<file path="config.mk">
export PLATFORM = sky130hd
export DESIGN_NAME = div_seq
export DESIGN_NICKNAME = d
export VERILOG_FILES = /design/src/rtl/div_pkg.sv /design/src/rtl/div_step.sv /design/src/rtl/div_seq.sv
export SDC_FILE = /design/constraint.sdc
export NUM_CORES = 1
export LEC_CHECK = 0
export ABC_AREA = 1
export CELL_PAD_IN_SITES_DETAIL_PLACEMENT = 1
export CELL_PAD_IN_SITES_GLOBAL_PLACEMENT = 2
export CORE_ASPECT_RATIO = 2
export CORE_MARGIN = 2
export CORE_UTILIZATION = 32
export DETAILED_ROUTE_END_ITERATION = 6
export PLACE_DENSITY_LB_ADDON = 0.3
export SYNTH_ARGS = -nofsm -noshare
export SYNTH_HDL_FRONTEND = slang
export SYNTH_SLANG_ARGS = --single-unit
</file>
<file path="constraint.sdc">
create_clock -name clock -period 2 [get_ports clock]
set_input_delay 0.4 -clock clock [delete_from_list [all_inputs] [get_ports clock]]
set_output_delay 0.4 -clock clock [all_outputs]
set_load 0.02 [all_outputs]
</file>
<file path="src/rtl/div_pkg.sv">
// Shared types and constants for the sequential restoring divider.
package div_pkg;

  typedef enum logic [1:0] {
    IDLE = 2'd0,
    CALC = 2'd1,
    DONE = 2'd2
  } div_state_e;

  // Quotient pattern reported on divide-by-zero; sliced to the operand width.
  localparam logic [31:0] DIV0_QUOT_PATTERN = 32'hFFFF_FFFF;

  // Bits needed for a down-counter that starts at WIDTH.
  function automatic int cnt_width(input int width);
    return $clog2(width + 1);
  endfunction

endpackage

</file>
<file path="src/rtl/div_step.sv">
// One restoring division iteration: shift in the next dividend bit,
// subtract the divisor if it fits and report the resulting quotient bit.
module div_step #(
  parameter int WIDTH = 8
) (
  input  logic [WIDTH-1:0] part_rem,
  input  logic             next_bit,
  input  logic [WIDTH-1:0] divisor,
  output logic [WIDTH-1:0] new_rem,
  output logic             quot_bit
);

  logic [WIDTH:0] shifted_s;
  logic [WIDTH:0] diff_s;

  // Trial subtraction; the restored value fits WIDTH bits since it stays below the divisor.
  always_comb begin
    shifted_s = {part_rem, next_bit};
    diff_s    = shifted_s - {1'b0, divisor};
    if (shifted_s >= {1'b0, divisor}) begin
      quot_bit = 1'b1;
      new_rem  = diff_s[WIDTH-1:0];
    end else begin
      quot_bit = 1'b0;
      new_rem  = shifted_s[WIDTH-1:0];
    end
  end

endmodule

</file>
<file path="src/rtl/div_seq.sv">
// Sequential signed/unsigned restoring divider with valid/ready handshakes on
// both sides; one quotient bit per cycle, sign fix-up on entry to the result.
module div_seq
  import div_pkg::*;
#(
  parameter int WIDTH     = 8,
  parameter int SIGNED_EN = 1
) (
  input  logic             clock,
  input  logic             reset,
  input  logic             in_valid,
  output logic             in_ready,
  input  logic [WIDTH-1:0] dividend,
  input  logic [WIDTH-1:0] divisor,
  input  logic             signed_op,
  output logic             out_valid,
  input  logic             out_ready,
  output logic [WIDTH-1:0] quotient,
  output logic [WIDTH-1:0] remainder,
  output logic             error
);

  localparam int CW = cnt_width(WIDTH);

  div_state_e       state_r, next_state_s;
  logic [CW-1:0]    cnt_r;
  logic [WIDTH-1:0] rem_r, quo_r, dvs_r;
  logic             neg_q_r, neg_r_r, div0_r;
  logic             in_ready_r, out_valid_r, error_r;
  logic [WIDTH-1:0] quotient_r, remainder_r;

  logic             xfer_s, signed_s, neg_a_s, neg_b_s, div0_s;
  logic [WIDTH-1:0] mag_a_s, mag_b_s;
  logic [WIDTH-1:0] step_rem_s;
  logic             step_bit_s;
  logic [WIDTH-1:0] res_quo_s, res_rem_s;

  div_step #(.WIDTH(WIDTH)) u_step (
    .part_rem (rem_r),
    .next_bit (quo_r[WIDTH-1]),
    .divisor  (dvs_r),
    .new_rem  (step_rem_s),
    .quot_bit (step_bit_s)
  );

  // Operand capture: magnitudes as unsigned WIDTH bits, so |MIN| is representable.
  always_comb begin
    xfer_s   = in_valid && in_ready_r;
    signed_s = (SIGNED_EN != 0) && signed_op;
    neg_a_s  = signed_s && dividend[WIDTH-1];
    neg_b_s  = signed_s && divisor[WIDTH-1];
    div0_s   = (divisor == '0);
    mag_a_s  = neg_a_s ? -dividend : dividend;
    mag_b_s  = neg_b_s ? -divisor : divisor;
  end

  // Result fix-up applied once, when the result registers are loaded.
  always_comb begin
    if (div0_r) begin
      res_quo_s = DIV0_QUOT_PATTERN[WIDTH-1:0];
      res_rem_s = quo_r;
    end else begin
      res_quo_s = neg_q_r ? -quo_r : quo_r;
      res_rem_s = neg_r_r ? -rem_r : rem_r;
    end
  end

  // Next-state decode.
  always_comb begin
    next_state_s = state_r;
    case (state_r)
      IDLE: begin
        if (xfer_s) begin
          next_state_s = div0_s ? DONE : CALC;
        end else begin
          next_state_s = IDLE;
        end
      end
      CALC: begin
        if (cnt_r == CW'(1)) begin
          next_state_s = DONE;
        end else begin
          next_state_s = CALC;
        end
      end
      DONE: begin
        if (out_valid_r && out_ready) begin
          next_state_s = IDLE;
        end else begin
          next_state_s = DONE;
        end
      end
      default: next_state_s = IDLE;
    endcase
  end

  // State and handshake registers; out_valid trails entry into DONE by one cycle.
  always_ff @(posedge clock or posedge reset) begin
    if (reset) begin
      state_r     <= IDLE;
      in_ready_r  <= 1'b1;
      out_valid_r <= 1'b0;
    end else begin
      state_r     <= next_state_s;
      in_ready_r  <= (next_state_s == IDLE);
      out_valid_r <= (state_r == DONE) && (next_state_s == DONE);
    end
  end

  // Working registers: operand latch, iteration and counter.
  always_ff @(posedge clock or posedge reset) begin
    if (reset) begin
      cnt_r   <= '0;
      rem_r   <= '0;
      quo_r   <= '0;
      dvs_r   <= '0;
      neg_q_r <= 1'b0;
      neg_r_r <= 1'b0;
      div0_r  <= 1'b0;
    end else begin
      case (state_r)
        IDLE: begin
          if (xfer_s) begin
            cnt_r   <= CW'(WIDTH);
            rem_r   <= '0;
            quo_r   <= div0_s ? dividend : mag_a_s;
            dvs_r   <= mag_b_s;
            neg_q_r <= neg_a_s ^ neg_b_s;
            neg_r_r <= neg_a_s;
            div0_r  <= div0_s;
          end
        end
        CALC: begin
          cnt_r <= cnt_r - CW'(1);
          rem_r <= step_rem_s;
          quo_r <= {quo_r[WIDTH-2:0], step_bit_s};
        end
        default: begin
        end
      endcase
    end
  end

  // Output result registers, loaded on the cycle before out_valid rises.
  always_ff @(posedge clock or posedge reset) begin
    if (reset) begin
      quotient_r  <= '0;
      remainder_r <= '0;
      error_r     <= 1'b0;
    end else if ((state_r == DONE) && !out_valid_r) begin
      quotient_r  <= res_quo_s;
      remainder_r <= res_rem_s;
      error_r     <= div0_r;
    end
  end

  assign in_ready  = in_ready_r;
  assign out_valid = out_valid_r;
  assign quotient  = quotient_r;
  assign remainder = remainder_r;
  assign error     = error_r;

endmodule
</file>
==> run_results.csv <==
group,metric,value,unit
status,outcome,"completed",
setup_path,path_delay_family,"simple AND/OR/NAND/NOR gates",
finish,utilization,0.409,
setup_path,worstPathCellList,"ha_1 -> nand2_1 -> nand2_1 -> a21oi_2 -> and2_4 -> nand3_1 -> nand3_1 -> nand2_1",
setup_path,cp-end-kind,"flop",
setup_path,reg_to_reg_slack_setup,90,ps
yosys,yosys_warnings,0,
setup_path,worstPathMaxFanout,8,
timing,post-route-period-util,0.954,
pwr,p_leak,2.03,nW
finish,most_common_cell_after_layout_fill_and_taps_aside,"sky130_fd_sc_hd__nand2_1",
min_path,worst_hold_path_type,"primary input to async pin",
run,drv_cap,0,
global_route,largest_net_degree_at_the_start_of_global_routing,53,
timing,fin_crit,1910,ps
setup_path,critPathRequiredTime,2180,ps
setup_path,cp_common_cell,"sky130_fd_sc_hd__nand2_1",
clock_tree,tritoncts,"built",
setup_path,critical_path_source_type,"flop",
global_route,global_route_overflow,0,
yosys,synthDominantCellAreaShare,0.381,
die,floorplan.initialDensity,0.330,
clock_tree,cts_hold_buffers,0,
setup_path,critical_path.max_stage_delay,450,ps
pwr,vdd_ir_drop_max,1.09,mV
clock_tree,clk-insertion-delay-late,300,ps
yosys,synth_area_leaders,"sky130_fd_sc_hd__dfrtp_1 (38%), sky130_fd_sc_hd__nand2_1 (14%), sky130_fd_sc_hd__nand3_1 (7.8%)",
yosys,synth_nets,488,
route,first_iter_violations,74,
route,vias_per_cell,5.03,
global_route,grt_first_pass_wirelength,17.5,mm
yosys,count_of_state_elements_after_synthesis,52,
clock_tree,clock_sink_count,52,
yosys,synthesis.instances,452,
finish,final_cell_count_no_fill,637,
route,route.final.wire_length,10.7,mm
timing,holdWs,463,ps
place,gp_routability_congestion,0.804,
timing,fmaxAchievable,0.524,GHz
die,io_pins,40,
setup_path,crit_path_buf_inv_count,0,
timing,final_max_slew_viols,0,
global_route,use_met1,0.188,
timing,fin_skew,11.8,ps
clock_tree,path_clk_slew,80,ps
die,floorplan.core_area,10100,µm²
global_route,antenna_violations_before_repair,0,
timing,setup_violations,0,
global_route,gr-usage-all-layers,0.197,
timing,fin_setup_tns,0,ps
setup_path,critical_path.slowest_cell,"sky130_fd_sc_hd__dfrtp_1",
finish,area_grow_syn2layout,24.0,%
finish,num_antenna_cells,0,
finish,layout_common_cells,"sky130_fd_sc_hd__nand2_1 (129), sky130_fd_sc_hd__inv_1 (64), sky130_fd_sc_hd__nand3_1 (52), sky130_fd_sc_hd__dfrtp_1 (51), sky130_fd_sc_hd__clkdlybuf4s50_1 (39)",
clock_tree,cts_buffers,5,
setup_path,crit_arrival,2090,ps
global_route,grt_util_met3,0.0212,
timing,finalHoldViolations,0,
timing,worst-slew-pin-transition,450,ps
die,die_extent_in_x,76.3,µm
die,fp-row-count,52,
route,drt_pre_antenna_iters,4,
yosys,synth.yosys.seq_area_share,0.389,
yosys,leading_area_contributor_after_synthesis,"sky130_fd_sc_hd__dfrtp_1",
die,die_outline_area,11300,µm²
place,numPortBuffers,39,
route,detail_route.wl_per_cell,16.8,µm
timing,maxSlewHeadroom,0.700,
place,dpl.cell_count,629,
route,vias,3201,
place,post-dp-hpwl,8.49,mm
clock_tree,cts.path.max_buffers,2,
clock_tree,cts.htree.levels,2,
pwr,power_density,1830,nW/µm²
yosys,ys_types,40,
yosys,syn-cell-area,3350,µm²
clock_tree,cts_root_buffer_type,"sky130_fd_sc_hd__clkbuf_16",
route,detail-route-antenna-nets,0,
global_route,first_global_vias,3511,
die,fp.dieH,149,µm
route,drc,0,
global_route,globalRoute.busiestLayer,"met2",
finish,drive_above_1_share,0.0837,
finish,layout.nets,537,
global_route,use_met2,0.415,
yosys,syn_avg_cell_area,7.41,µm²
setup_path,start_to_end_type_of_the_worst_setup_path,"flop to flop",
==> synthesized netlist by cell type <==
master	n
sky130_fd_sc_hd__ha_1	14
sky130_fd_sc_hd__nor2_1	23
sky130_fd_sc_hd__nand3_1	52
sky130_fd_sc_hd__or2_0	1
sky130_fd_sc_hd__dfrtp_1	51
sky130_fd_sc_hd__xnor2_1	2
sky130_fd_sc_hd__nor3_1	3
sky130_fd_sc_hd__nand4_1	7
sky130_fd_sc_hd__inv_2	6
sky130_fd_sc_hd__nor2_2	1
sky130_fd_sc_hd__a21oi_1	17
sky130_fd_sc_hd__buf_4	1
sky130_fd_sc_hd__nor3b_1	1
sky130_fd_sc_hd__or3_1	1
sky130_fd_sc_hd__buf_2	4
sky130_fd_sc_hd__o22a_1	4
sky130_fd_sc_hd__o21ai_0	22
sky130_fd_sc_hd__nand2_2	3
sky130_fd_sc_hd__and2_4	1
sky130_fd_sc_hd__o211ai_1	4
sky130_fd_sc_hd__o21bai_1	1
sky130_fd_sc_hd__xor2_1	10
sky130_fd_sc_hd__nor2_4	2
sky130_fd_sc_hd__a2bb2oi_1	1
sky130_fd_sc_hd__dfstp_2	1
sky130_fd_sc_hd__inv_1	65
sky130_fd_sc_hd__nand3_4	1
sky130_fd_sc_hd__a21oi_2	1
sky130_fd_sc_hd__o221ai_1	5
sky130_fd_sc_hd__fa_1	1
sky130_fd_sc_hd__buf_6	2
sky130_fd_sc_hd__clkbuf_1	2
sky130_fd_sc_hd__nor2_8	1
sky130_fd_sc_hd__nand4_2	1
sky130_fd_sc_hd__nand3_2	1
sky130_fd_sc_hd__o22ai_1	6
sky130_fd_sc_hd__nand2_1	129
sky130_fd_sc_hd__or2_2	1
sky130_fd_sc_hd__nand3b_1	1
sky130_fd_sc_hd__o21a_1	2
==> logic make-up (layout without fill, tap and decap cells) <==
kind of cell | after synthesis | in the layout | share of synthesized area
compound gates | 63 | 63 | 0.114
xor+xnor | 12 | 12 | 0.0314
fa+ha+maj | 15 | 15 | 0.0583
buf+inv | 80 | 130 | 0.0968
flops | 52 | 52 | 0.389
simple gates | 230 | 230 | 0.311
==> layout make-up <==
| cell class | count | area (µm²) |
|---|---|---|
| Fill cell | 1280 | 6000 |
| Multi-Input combinational cell | 320 | 1740 |
| Sequential cell | 52 | 1300 |
| Timing Repair Buffer | 51 | 493 |
| Inverter | 71 | 267 |
| Tap cell | 135 | 169 |
| Clock buffer | 6 | 139 |
| Clock inverter | 2 | 38.8 |
==> metrics by stage <==
step / power, mW / worst slack (ps) / cell area, µm²
3_5_place_dp: 6.57 / -61.2 / 3950
3_3_place_gp: 6.44 / -5.94 / 3950
6_report: 7.59 / 91.6 / 4150
5_1_grt: 8.34 / -8.64 / 4150
4_1_cts: 7.65 / 91.1 / 4130
2_1_floorplan: 5.05 / 321 / 3350
==> power by group <==
group          internal (mW)  switching (mW)
Sequential              1.58           0.481
Clock                  0.628           0.411
Combinational           1.75            2.74
==> per-layer routing <==
metal  routed length, µm  up-vias
met5                   0        -
met4                 268        0
li1                    -     1572
met2                6500       38
met3                 160       14
met1                3740     1577
==> tightest hold or removal path, stage by stage <==
cell	delay, ps
sky130_fd_sc_hd__clkdlybuf4s50_1	420
sky130_fd_sc_hd__inv_2	70
sky130_fd_sc_hd__buf_12	270
==> path summary, 6_finish.rpt <==
path	start	to	depth (start not counted)
max	rem_r[5]	rem_r[1]	8
min	reset	quotient[1]	3
max reg2reg	rem_r[5]	rem_r[1]	8
min reg2reg	quotient[1]	quotient[1]	2
max in group asynchronous	reset	in_ready	3
min in group clock	quotient[1]	quotient[1]	2
==> repair_timing <==
action,in CTS,in global routing
buffers inserted,0,0
hold endpoints to repair,0,0
gates resized for setup,0,2
endpoints found under the setup margin,0,9
==> flip-flops by register name, indices dropped and copies added, names as in the netlist <==
signal,count
error,1
neg_q_r,1
state_r,2
in_ready,1
div0_r,1
cnt_r,4
rem_r,8
remainder,8
dvs_r,8
out_valid,1
quo_r,8
quotient,8
neg_r_r,1
Power figures use the tool's default switching activity.
